File: src/rtl/mips16_ctrl_pkg.sv
`default_nettype none
// ============================================================================
// mips16_ctrl_pkg : state, opcode and datapath-select encodings.   Rev 1.0
// ============================================================================
package mips16_ctrl_pkg;

  typedef enum logic [3:0] {
    ST_START    = 4'd0,
    ST_FETCH    = 4'd1,
    ST_DECODE   = 4'd2,
    ST_EXEC_R   = 4'd3,
    ST_WB_R     = 4'd4,
    ST_EXEC_I   = 4'd5,
    ST_WB_I     = 4'd6,
    ST_MEM_ADDR = 4'd7,
    ST_MEM_RD   = 4'd8,
    ST_WB_MEM   = 4'd9,
    ST_MEM_WR   = 4'd10,
    ST_BRANCH   = 4'd11,
    ST_HALT     = 4'd12
  } state_t;

  localparam logic [3:0] OP_R0   = 4'b0000;
  localparam logic [3:0] OP_R1   = 4'b0001;
  localparam logic [3:0] OP_R2   = 4'b0010;
  localparam logic [3:0] OP_R3   = 4'b0011;
  localparam logic [3:0] OP_ADDI = 4'b0100;
  localparam logic [3:0] OP_LW   = 4'b0101;
  localparam logic [3:0] OP_SW   = 4'b0110;
  localparam logic [3:0] OP_R7   = 4'b0111;
  localparam logic [3:0] OP_BEQ  = 4'b1000;

  localparam logic [1:0] ALU_ADD   = 2'b00;
  localparam logic [1:0] ALU_SUB   = 2'b01;
  localparam logic [1:0] ALU_FUNCT = 2'b10;

  localparam logic [1:0] SRCB_B      = 2'b00;
  localparam logic [1:0] SRCB_TWO    = 2'b01;
  localparam logic [1:0] SRCB_IMM    = 2'b10;
  localparam logic [1:0] SRCB_IMM_SH = 2'b11;

  localparam logic [1:0] PCSRC_ALU    = 2'b00;
  localparam logic [1:0] PCSRC_ALUOUT = 2'b01;

  typedef struct packed {
    logic       pc_en;
    logic       ior_d;
    logic       mem_read;
    logic       mem_write;
    logic       ir_write;
    logic       reg_dst;
    logic       mem_to_reg;
    logic       reg_write;
    logic       alu_src_a;
    logic [1:0] alu_src_b;
    logic [1:0] alu_op;
    logic [1:0] pc_source;
    logic       instr_done;
    logic       halted;
  } ctrl_t;

  function automatic logic is_rtype(input logic [3:0] op);
    return (op == OP_R0) || (op == OP_R1) || (op == OP_R2) ||
           (op == OP_R3) || (op == OP_R7);
  endfunction

  function automatic logic is_known_op(input logic [3:0] op);
    return is_rtype(op) || (op == OP_ADDI) || (op == OP_LW) ||
           (op == OP_SW) || (op == OP_BEQ);
  endfunction

endpackage
`default_nettype wire

File: src/rtl/mips16_ctrl_decode.sv
`default_nettype none
// ============================================================================
// mips16_ctrl_decode : state + qualifiers -> datapath control vector. Rev 1.0
// ============================================================================
module mips16_ctrl_decode
  import mips16_ctrl_pkg::*;
#(
  parameter bit ILLEGAL_HALT = 1'b1
) (
  input  state_t     state,
  input  logic [3:0] opcode,
  input  logic       zero,
  input  logic       mem_ready,
  output ctrl_t      ctrl
);

  always_comb begin
    ctrl = '0;
    case (state)
      ST_FETCH: begin
        ctrl.mem_read  = 1'b1;
        ctrl.alu_src_b = SRCB_TWO;
        ctrl.alu_op    = ALU_ADD;
        ctrl.pc_source = PCSRC_ALU;
        ctrl.ir_write  = mem_ready;
        ctrl.pc_en     = mem_ready;
      end
      ST_DECODE: begin
        ctrl.alu_src_b  = SRCB_IMM_SH;
        ctrl.alu_op     = ALU_ADD;
        // An unknown opcode retires right here when it is treated as a NOP.
        ctrl.instr_done = !ILLEGAL_HALT && !is_known_op(opcode);
      end
      ST_EXEC_R: begin
        ctrl.alu_src_a = 1'b1;
        ctrl.alu_src_b = SRCB_B;
        ctrl.alu_op    = ALU_FUNCT;
      end
      ST_WB_R: begin
        ctrl.reg_dst    = 1'b1;
        ctrl.reg_write  = 1'b1;
        ctrl.instr_done = 1'b1;
      end
      ST_EXEC_I, ST_MEM_ADDR: begin
        ctrl.alu_src_a = 1'b1;
        ctrl.alu_src_b = SRCB_IMM;
        ctrl.alu_op    = ALU_ADD;
      end
      ST_WB_I: begin
        ctrl.reg_write  = 1'b1;
        ctrl.instr_done = 1'b1;
      end
      ST_MEM_RD: begin
        ctrl.mem_read = 1'b1;
        ctrl.ior_d    = 1'b1;
      end
      ST_WB_MEM: begin
        ctrl.mem_to_reg = 1'b1;
        ctrl.reg_write  = 1'b1;
        ctrl.instr_done = 1'b1;
      end
      ST_MEM_WR: begin
        ctrl.mem_write  = 1'b1;
        ctrl.ior_d      = 1'b1;
        ctrl.instr_done = mem_ready;
      end
      ST_BRANCH: begin
        ctrl.alu_src_a  = 1'b1;
        ctrl.alu_src_b  = SRCB_B;
        ctrl.alu_op     = ALU_SUB;
        ctrl.pc_source  = PCSRC_ALUOUT;
        ctrl.pc_en      = zero;
        ctrl.instr_done = 1'b1;
      end
      ST_HALT: ctrl.halted = 1'b1;
      default: ctrl = '0;
    endcase
  end

endmodule
`default_nettype wire

File: src/rtl/mips16_multicycle_control.sv
`default_nettype none
// ============================================================================
// mips16_multicycle_control : multicycle MIPS16 control FSM.         Rev 1.0
// ============================================================================
module mips16_multicycle_control
  import mips16_ctrl_pkg::*;
#(
  parameter bit ILLEGAL_HALT = 1'b1
) (
  input  logic       clock,
  input  logic       reset,
  input  logic [3:0] opcode,
  input  logic       zero,
  input  logic       mem_ready,
  output logic       pc_en,
  output logic       ior_d,
  output logic       mem_read,
  output logic       mem_write,
  output logic       ir_write,
  output logic       reg_dst,
  output logic       mem_to_reg,
  output logic       reg_write,
  output logic       alu_src_a,
  output logic [1:0] alu_src_b,
  output logic [1:0] alu_op,
  output logic [1:0] pc_source,
  output logic       instr_done,
  output logic       halted,
  output logic [3:0] state
);

  state_t state_q, state_d;
  ctrl_t  ctrl;

  always_ff @(posedge clock or posedge reset) begin
    if (reset) state_q <= ST_START;
    else       state_q <= state_d;
  end

  always_comb begin
    state_d = state_q;
    case (state_q)
      ST_START:  state_d = ST_FETCH;
      ST_FETCH:  if (mem_ready) state_d = ST_DECODE;
      ST_DECODE: begin
        if (is_rtype(opcode))                         state_d = ST_EXEC_R;
        else if (opcode == OP_ADDI)                   state_d = ST_EXEC_I;
        else if (opcode == OP_LW || opcode == OP_SW)  state_d = ST_MEM_ADDR;
        else if (opcode == OP_BEQ)                    state_d = ST_BRANCH;
        else state_d = ILLEGAL_HALT ? ST_HALT : ST_FETCH;
      end
      ST_EXEC_R:   state_d = ST_WB_R;
      ST_WB_R:     state_d = ST_FETCH;
      ST_EXEC_I:   state_d = ST_WB_I;
      ST_WB_I:     state_d = ST_FETCH;
      ST_MEM_ADDR: state_d = (opcode == OP_SW) ? ST_MEM_WR : ST_MEM_RD;
      ST_MEM_RD:   if (mem_ready) state_d = ST_WB_MEM;
      ST_WB_MEM:   state_d = ST_FETCH;
      ST_MEM_WR:   if (mem_ready) state_d = ST_FETCH;
      ST_BRANCH:   state_d = ST_FETCH;
      ST_HALT:     state_d = ST_HALT;
      default:     state_d = ST_START;
    endcase
  end

  mips16_ctrl_decode #(
    .ILLEGAL_HALT (ILLEGAL_HALT)
  ) u_decode (
    .state     (state_q),
    .opcode    (opcode),
    .zero      (zero),
    .mem_ready (mem_ready),
    .ctrl      (ctrl)
  );

  assign pc_en      = ctrl.pc_en;
  assign ior_d      = ctrl.ior_d;
  assign mem_read   = ctrl.mem_read;
  assign mem_write  = ctrl.mem_write;
  assign ir_write   = ctrl.ir_write;
  assign reg_dst    = ctrl.reg_dst;
  assign mem_to_reg = ctrl.mem_to_reg;
  assign reg_write  = ctrl.reg_write;
  assign alu_src_a  = ctrl.alu_src_a;
  assign alu_src_b  = ctrl.alu_src_b;
  assign alu_op     = ctrl.alu_op;
  assign pc_source  = ctrl.pc_source;
  assign instr_done = ctrl.instr_done;
  assign halted     = ctrl.halted;
  assign state      = state_q;

endmodule
`default_nettype wire

File: config.mk
export PLATFORM = sky130hd
export DESIGN_NAME = mips16_multicycle_control
export DESIGN_NICKNAME = d
export VERILOG_FILES = /design/src/rtl/mips16_ctrl_pkg.sv /design/src/rtl/mips16_ctrl_decode.sv /design/src/rtl/mips16_multicycle_control.sv
export SDC_FILE = /design/constraint.sdc
export NUM_CORES = 1
export LEC_CHECK = 0
export BUFFER_PORTS_ARGS = -buffer_cell sky130_fd_sc_hd__buf_2
export CORE_UTILIZATION = 36
export DETAILED_ROUTE_END_ITERATION = 8
export GPL_TIMING_DRIVEN = 0
export PLACE_DENSITY = 0.83
export RECOVER_POWER = 50
export SLEW_MARGIN = 25
export SYNTH_ARGS = -nofsm -noshare
export SYNTH_HDL_FRONTEND = slang
export SYNTH_SLANG_ARGS = --single-unit
File: constraint.sdc
create_clock -name clock -period 1.3 [get_ports clock]
set_clock_uncertainty 0.2 [all_clocks]
set_input_delay 0.065 -clock clock [delete_from_list [all_inputs] [get_ports clock]]
set_output_delay 0.065 -clock clock [all_outputs]
set_load 0.05 [all_outputs]
==> impl_metrics.env, run 1 <==
export IMPL_cts_path_max_buffers=2
export IMPL_synth_largest_area_cell="dfrtp_1"
export IMPL_portBuffers=27
export IMPL_run_status="did not finish"
export IMPL_worstEpCategory="primary output"
export IMPL_hpwl_mm=1.14
export IMPL_syn_area_um2=468
export IMPL_yosys_warnings=0
export IMPL_stop_stage="global routing (5_1_grt)"
export IMPL_synth_area_leaders="dfrtp_1 (21%), nand2b_1 (11%), nor2_1 (8.0%), nor3_1 (5.3%), o21ai_0 (4.3%)"
export IMPL_die_h_um=38.1
export IMPL_syn_inst=68
export IMPL_synth_seq_area_share_pct=21.4
export IMPL_grt_max_degree=11
export IMPL_num_rows=12
export IMPL_die_x_um=38.1
export IMPL_cts_sinks=4
export IMPL_pin_count=29
export IMPL_synth_area_per_cell_um2=6.88
export IMPL_htree_num_levels=1
export IMPL_antenna_found_initial=0
export IMPL_synth_cell_type_count=29
export IMPL_cts_buffers=3
export IMPL_gp_congestion=0.818
export IMPL_postSynthNetCount=76
export IMPL_synth_top_area_share_pct=21.4
export IMPL_initial_core_util_pct=40.5
export IMPL_crit_endpoint="pc_en"
export IMPL_root_buffer="clkbuf_4"
export IMPL_synth_seq_cells=4
export IMPL_tool_error="[ERROR DPL-0033] detailed placement checks failed during check placement."
-- cells by family after synthesis --
kind of cell	after synthesis	share of synthesized area, %
other	1	0.801
DFF	4	21.4
and+or+nand+nor	34	38.5
AOI/OAI and AO/OA	22	31.3
buffers and inverters	7	8.02
-- per-stage QoR --
stage / setup WS [ns] / instances / area (µm²) / utilization (%)
2_1_floorplan: -0.595 / 68 / 606 / -
3_3_place_gp: -0.327 / 109 / 758 / 65.6
3_5_place_dp: -0.336 / 109 / 758 / 65.6
4_1_cts: -0.501 / 122 / 1020 / 88.5
-- Yosys cell counts --
cell type and count:
nor2_1 10, nand2b_1 8, nor3_1 5, dfrtp_1 4
nand2_1 4, o21ai_0 4, a21oi_1 3, buf_2 3
o22ai_1 3, a21boi_0 2, a21o_1 2, buf_4 2
inv_1 2, a211o_1 1, a211oi_1 1, a311o_1 1
a31oi_1 1, a32oi_1 1, and3_1 1, conb_1 1
nand2_2 1, nand3b_1 1, nand4bb_1 1, nor2_2 1
nor2b_1 1, o21ai_1 1, o31ai_1 1, o32ai_1 1
or2b_2 1
-- timing repair --
item / in CTS
hold buffers: 2
buffers inserted: 8
setup endpoints to repair: 20
pin swaps: 2
hold endpoints to repair: 5
gates cloned: 0
gates resized for setup: 43
==> inputs of run 2 (changes only) <==
--- a/config.mk
+++ b/config.mk
@@ -6,10 +6,11 @@
 export NUM_CORES = 1
 export LEC_CHECK = 0
 export BUFFER_PORTS_ARGS = -buffer_cell sky130_fd_sc_hd__buf_2
-export CORE_UTILIZATION = 36
+export CORE_AREA = 2 2 63 65
 export DETAILED_ROUTE_END_ITERATION = 8
+export DIE_AREA = 0 0 65 67
 export GPL_TIMING_DRIVEN = 0
-export PLACE_DENSITY = 0.83
+export PLACE_DENSITY_LB_ADDON = 0.15
 export RECOVER_POWER = 50
 export SLEW_MARGIN = 25
 export SYNTH_ARGS = -nofsm -noshare
==> constraint.sdc (replaced) <==
create_clock -name clock -period 1.7 [get_ports clock]
set_clock_uncertainty 0.2 [all_clocks]
set_input_delay 0.085 -clock clock [delete_from_list [all_inputs] [get_ports clock]]
set_output_delay 0.085 -clock clock [all_outputs]
set_load 0.05 [all_outputs]
==> impl_metrics.env, run 2 <==
export IMPL_fin_util_pct=27.0
export IMPL_fin_crit_sh_pct=107
export IMPL_grt_pass1_wl_mm=3.02
export IMPL_cts_path_max_buffers=2
export IMPL_worst_path_largest_cell_delay_ns=0.41
export IMPL_maxCapViolCount=0
export IMPL_top_usage_layer="met2"
export IMPL_rsz0062_at_grt="yes"
export IMPL_yosys_warnings=0
export IMPL_grt_max_degree=11
export IMPL_final_common_cell="buf_2"
export IMPL_hold_ws_ns=0.0535
export IMPL_areaGrowthSynthToFinish_pct=108
export IMPL_crit_arrival_ns=1.53
export IMPL_synthFlopType="dfrtp_1"
export IMPL_setup_slack_ns=-0.114
export IMPL_first_global_vias=638
export IMPL_async_flop_share_pct=100
export IMPL_synth_area_per_cell_um2=6.88
export IMPL_drive_above_1_share_pct=63.8
export IMPL_wire_per_inst_um=12.0
export IMPL_use_met3_pct=2.36
export IMPL_cp_required_ns=1.41
export IMPL_pre_cts_ws_ns=0.0243
export IMPL_coreArea_mm2=0.00361
export IMPL_synth_edf_count=0
export IMPL_pin_count=29
export IMPL_cp_slowest_cell="dfrtp_2"
export IMPL_gr_total_overflow=0
export IMPL_hpwl_mm=1.38
export IMPL_synth_largest_area_cell="dfrtp_1"
export IMPL_die_h_um=67
export IMPL_min_path_type="in2reg"
export IMPL_critPathKind="reg2out"
export IMPL_synth_most_common_cell="nor2_1"
export IMPL_layout_common_cells="buf_2 (14), buf_4 (11), buf_6 (7), nor2_1 (5)"
export IMPL_run_status="complete, but fails checks"
export IMPL_synth_cell_type_count=29
export IMPL_drtAntennaViolNets=0
export IMPL_place_inst=143
export IMPL_drc_errors=0
export IMPL_endpoint_kind="primary output"
export IMPL_vias=623
export IMPL_fmax_mhz=551
export IMPL_fin_cells=153
export IMPL_synth_area_leaders="dfrtp_1 (21%), nand2b_1 (11%), nor2_1 (8.0%), nor3_1 (5.3%), o21ai_0 (4.3%)"
export IMPL_largest_register_ffs=4
export IMPL_synth_top_area_share_pct=21.4
export IMPL_num_rows=22
export IMPL_first_iter_violations=18
export IMPL_start_kind="flop"
export IMPL_grt_usage_pct=9.12
export IMPL_num_nets_final=115
export IMPL_setup_viol=3
export IMPL_cts_tree="yes"
export IMPL_met2_usage_pct=15.1
export IMPL_fp_dieArea_mm2=0.00436
export IMPL_synthTopCellsByCount="nor2_1 (10), nand2b_1 (8), nor3_1 (5)"
export IMPL_relSlewSlack_pct=60.8
export IMPL_crit_chain="or2b_4, nor2_4, a21o_4, a211o_4, buf_8"
export IMPL_postSynthNetCount=76
export IMPL_grt_use_met1_pct=11.7
export IMPL_fin_crit_ns=1.81
export IMPL_root_buffer="clkbuf_8"
export IMPL_clk_pin_slew_ns=0.03
export IMPL_hold_viol=0
export IMPL_portBuffers=27
export IMPL_gp_congestion=0.754
export IMPL_cp_max_fo=5
export IMPL_die_x_um=65
export IMPL_via_per_inst=4.07
export IMPL_wl_mm=1.84
export IMPL_timing_final_max_slew_violations=0
export IMPL_antenna_found_initial=0
export IMPL_violations="setup timing"
export IMPL_syn_area_um2=468
export IMPL_synth_seq_area_share_pct=21.4
export IMPL_drt_pass1_iterations=4
export IMPL_synth_seq_cells=4
export IMPL_clk_latency_ns=0.21
export IMPL_tightest_slew_ns=0.591
export IMPL_initial_core_util_pct=13.0
export IMPL_cts_sinks=4
export IMPL_cts_buffers=3
export IMPL_n_antenna_cell=0
export IMPL_htree_num_levels=1
export IMPL_syn_inst=68
-- run 2: final cells by class --
type | instances | area [µm²]
buffer | 5 | 42.5
clock buffer | 3 | 41.3
fill | 407 | 2630
inverter | 2 | 7.51
multi-input combinational | 57 | 454
sequential | 4 | 105
tap | 48 | 60.1
timing repair buffer | 34 | 263
-- run 2: worst paths after layout --
kind                       startpoint         end  slack [ns]  cells after the start
max in group asynchronous       reset    state[2]        1.03                      3
max reg2reg                  state[3]    state[1]        0.11                      5
min reg2reg                  state[3]    state[0]        0.46                      3
min                         opcode[3]    state[0]        0.05                      4
max                          state[3]  instr_done       -0.11                      5
min in group asynchronous       reset    state[0]        0.10                      3
-- run 2: critical path, delay by kind of cell, from the launching register on --
family	cells	cell delay [ns]
compound gates	2	0.45
buf+inv	1	0.15
flops	1	0.41
simple gates	2	0.30
-- run 2: timing repair --
item                                    in CTS  in global routing
hold buffers                                 1                  0
gates resized for setup                     19                 16
buffers inserted                             5                  1
pin swaps                                    2                  1
endpoints found under the setup margin       7                 13
hold endpoints to repair                     4                  0
-- run 2: layer usage --
metal  vias to the layer above  wire length [µm]
li1                        314                 -
met1                       282               869
met2                        27               859
met3                         0               109
met4                         0                 0
met5                         -                 0
-- run 2: cells by family after synthesis --
| logic type | count (synthesis) | synth area share (%) |
|---|---|---|
| simple gates | 34 | 38.5 |
| compound gates | 22 | 31.3 |
| buf+inv | 7 | 8.02 |
| flops | 4 | 21.4 |
| other cells | 1 | 0.801 |
-- run 2: stage by stage --
step,setup TNS (ns),area [µm²]
2_1_floorplan,-0.713,568
3_3_place_gp,0,763
3_5_place_dp,0,763
4_1_cts,-0.223,911
5_1_grt,-0.453,973
6_report,-0.198,973
Power of run 2 is not shown: default switching activity piles up to over one toggle a cycle in this logic, so the estimate is an artifact.
==> inputs of run 3 (changes only) <==
--- a/config.mk
+++ b/config.mk
@@ -12,6 +12,7 @@
 export GPL_TIMING_DRIVEN = 0
 export PLACE_DENSITY_LB_ADDON = 0.15
 export RECOVER_POWER = 50
+export SETUP_SLACK_MARGIN = 0.5
 export SLEW_MARGIN = 25
 export SYNTH_ARGS = -nofsm -noshare
 export SYNTH_HDL_FRONTEND = slang
==> impl_metrics.env, run 3 (synthesis results as in run 2) <==
export IMPL_setup_viol=3
export IMPL_clk_pin_slew_ns=0.03
export IMPL_min_from="opcode[3]"
export IMPL_via_per_inst=4.18
export IMPL_grt_pass1_wl_mm=3.35
export IMPL_endpoint_kind="primary output"
export IMPL_critPathKind="reg2out"
export IMPL_timing_final_max_slew_violations=0
export IMPL_n_antenna_cell=0
export IMPL_routed_wl_met3_um=102
export IMPL_hpwl_mm=1.44
export IMPL_areaGrowthSynthToFinish_pct=165
export IMPL_worstHoldEndpoint="state[0]"
export IMPL_die_x_um=65
export IMPL_die_h_um=67
export IMPL_violations="setup timing"
export IMPL_setup_slack_ns=-0.120
export IMPL_run_status="complete, but fails checks"
export IMPL_portBuffers=27
export IMPL_start_kind="flop"
export IMPL_rr_worst_depth=5
export IMPL_first_global_vias=700
export IMPL_min_path_type="in2reg"
export IMPL_initial_core_util_pct=13.0
export IMPL_hold_viol=0
export IMPL_antenna_found_initial=0
export IMPL_fin_crit_ns=1.82
export IMPL_crit_start="state[3]"
export IMPL_fin_tns_setup_ns=-0.229
export IMPL_first_iter_violations=15
export IMPL_layout_common_cells="buf_4 (15), buf_6 (15), buf_2 (9), nor2_4 (8), buf_8 (7)"
export IMPL_largest_register_ffs=4
export IMPL_crit_arrival_ns=1.54
export IMPL_drtAntennaViolNets=0
export IMPL_rr_endpoint="state[3]"
export IMPL_rsz0062_at_grt="yes"
export IMPL_clk_latency_ns=0.22
export IMPL_grt_max_degree=11
export IMPL_num_rows=22
export IMPL_fin_util_pct=34.4
export IMPL_wire_per_inst_um=12.4
export IMPL_grt_usage_pct=9.98
export IMPL_maxCapViolCount=0
export IMPL_wl_met1_um=860
export IMPL_coreArea_mm2=0.00361
export IMPL_cts_buffers=3
export IMPL_cts_path_max_buffers=2
export IMPL_place_area_um2=801
export IMPL_htree_num_levels=1
export IMPL_tightest_slew_ns=0.591
export IMPL_fp_dieArea_mm2=0.00436
export IMPL_top_layer="met4"
export IMPL_gr_total_overflow=0
export IMPL_cp_required_ns=1.41
export IMPL_design_area_mm2=0.00124
export IMPL_vias=685
export IMPL_cts_sinks=4
export IMPL_wl_mm=2.03
export IMPL_reg2reg_slack_ns=0.10
export IMPL_cts_tree="yes"
export IMPL_drt_pass1_iterations=4
export IMPL_num_nets_final=126
export IMPL_fin_crit_sh_pct=107
export IMPL_drive_above_1_share_pct=73.3
export IMPL_drc_errors=0
export IMPL_wl_met2_mm=1.05
export IMPL_relSlewSlack_pct=60.8
export IMPL_hold_path_cell_count=4
export IMPL_worstReg2RegStart="state[1]"
export IMPL_gp_congestion=0.714
export IMPL_root_buffer="clkbuf_8"
export IMPL_cp_max_fo=6
export IMPL_fmax_mhz=549
export IMPL_pin_count=29
run 3: how the worst max path moves through the flow:
stage               slack [ns]         end
floorplan                -0.21  instr_done
global placement          0.02  instr_done
detailed placement        0.03  instr_done
CTS                      -0.12  instr_done
global route             -0.17  instr_done
finish                   -0.12  instr_done
run 3: area by class of cell:
cell class | instances | area, µm²
clock buffers | 3 | 41.3
repair buffers | 45 | 435
well taps | 48 | 60.1
multi-input cells | 57 | 534
inverters | 2 | 7.51
flip-flops and latches | 4 | 108
plain buffers | 5 | 55.1
fillers | 383 | 2360
run 3: metal layers:
| metal | track usage, % | up-vias |
|---|---|---|
| li1 | - | 340 |
| met5 | 0 | - |
| met3 | 2.53 | 2 |
| met4 | 2.39 | 0 |
| met2 | 17.5 | 21 |
| met1 | 12.1 | 322 |
run 3: worst max-delay path: stages, from the launching register on:
cell and delay, ns:
dfrtp_2 0.42, or2b_4 0.26, nor2_4 0.05, a21o_4 0.18, a211o_4 0.26, buf_8 0.15
run 3: repair_timing:
action / 4_1_cts / 5_1_grt
endpoints found under the hold margin: 4 / 0
resized for setup: 51 / 18
setup buffers: 11 / 5
hold buffers: 1 / 0
pin swaps: 4 / 3
setup endpoints to repair: 22 / 23
gates cloned: 0 / 1
run 3: stage by stage:
stage          worst slack (ns)  instances  hold WS [ns]
3_5_place_dp             0.0275        143        -0.231
4_1_cts                  -0.124        158        0.0581
6_report                 -0.120        164        0.0632
2_1_floorplan            -0.215         68        -0.349
3_3_place_gp             0.0159        143        -0.235
5_1_grt                  -0.171        164        0.0874
Power of run 3 is left out for the same reason.
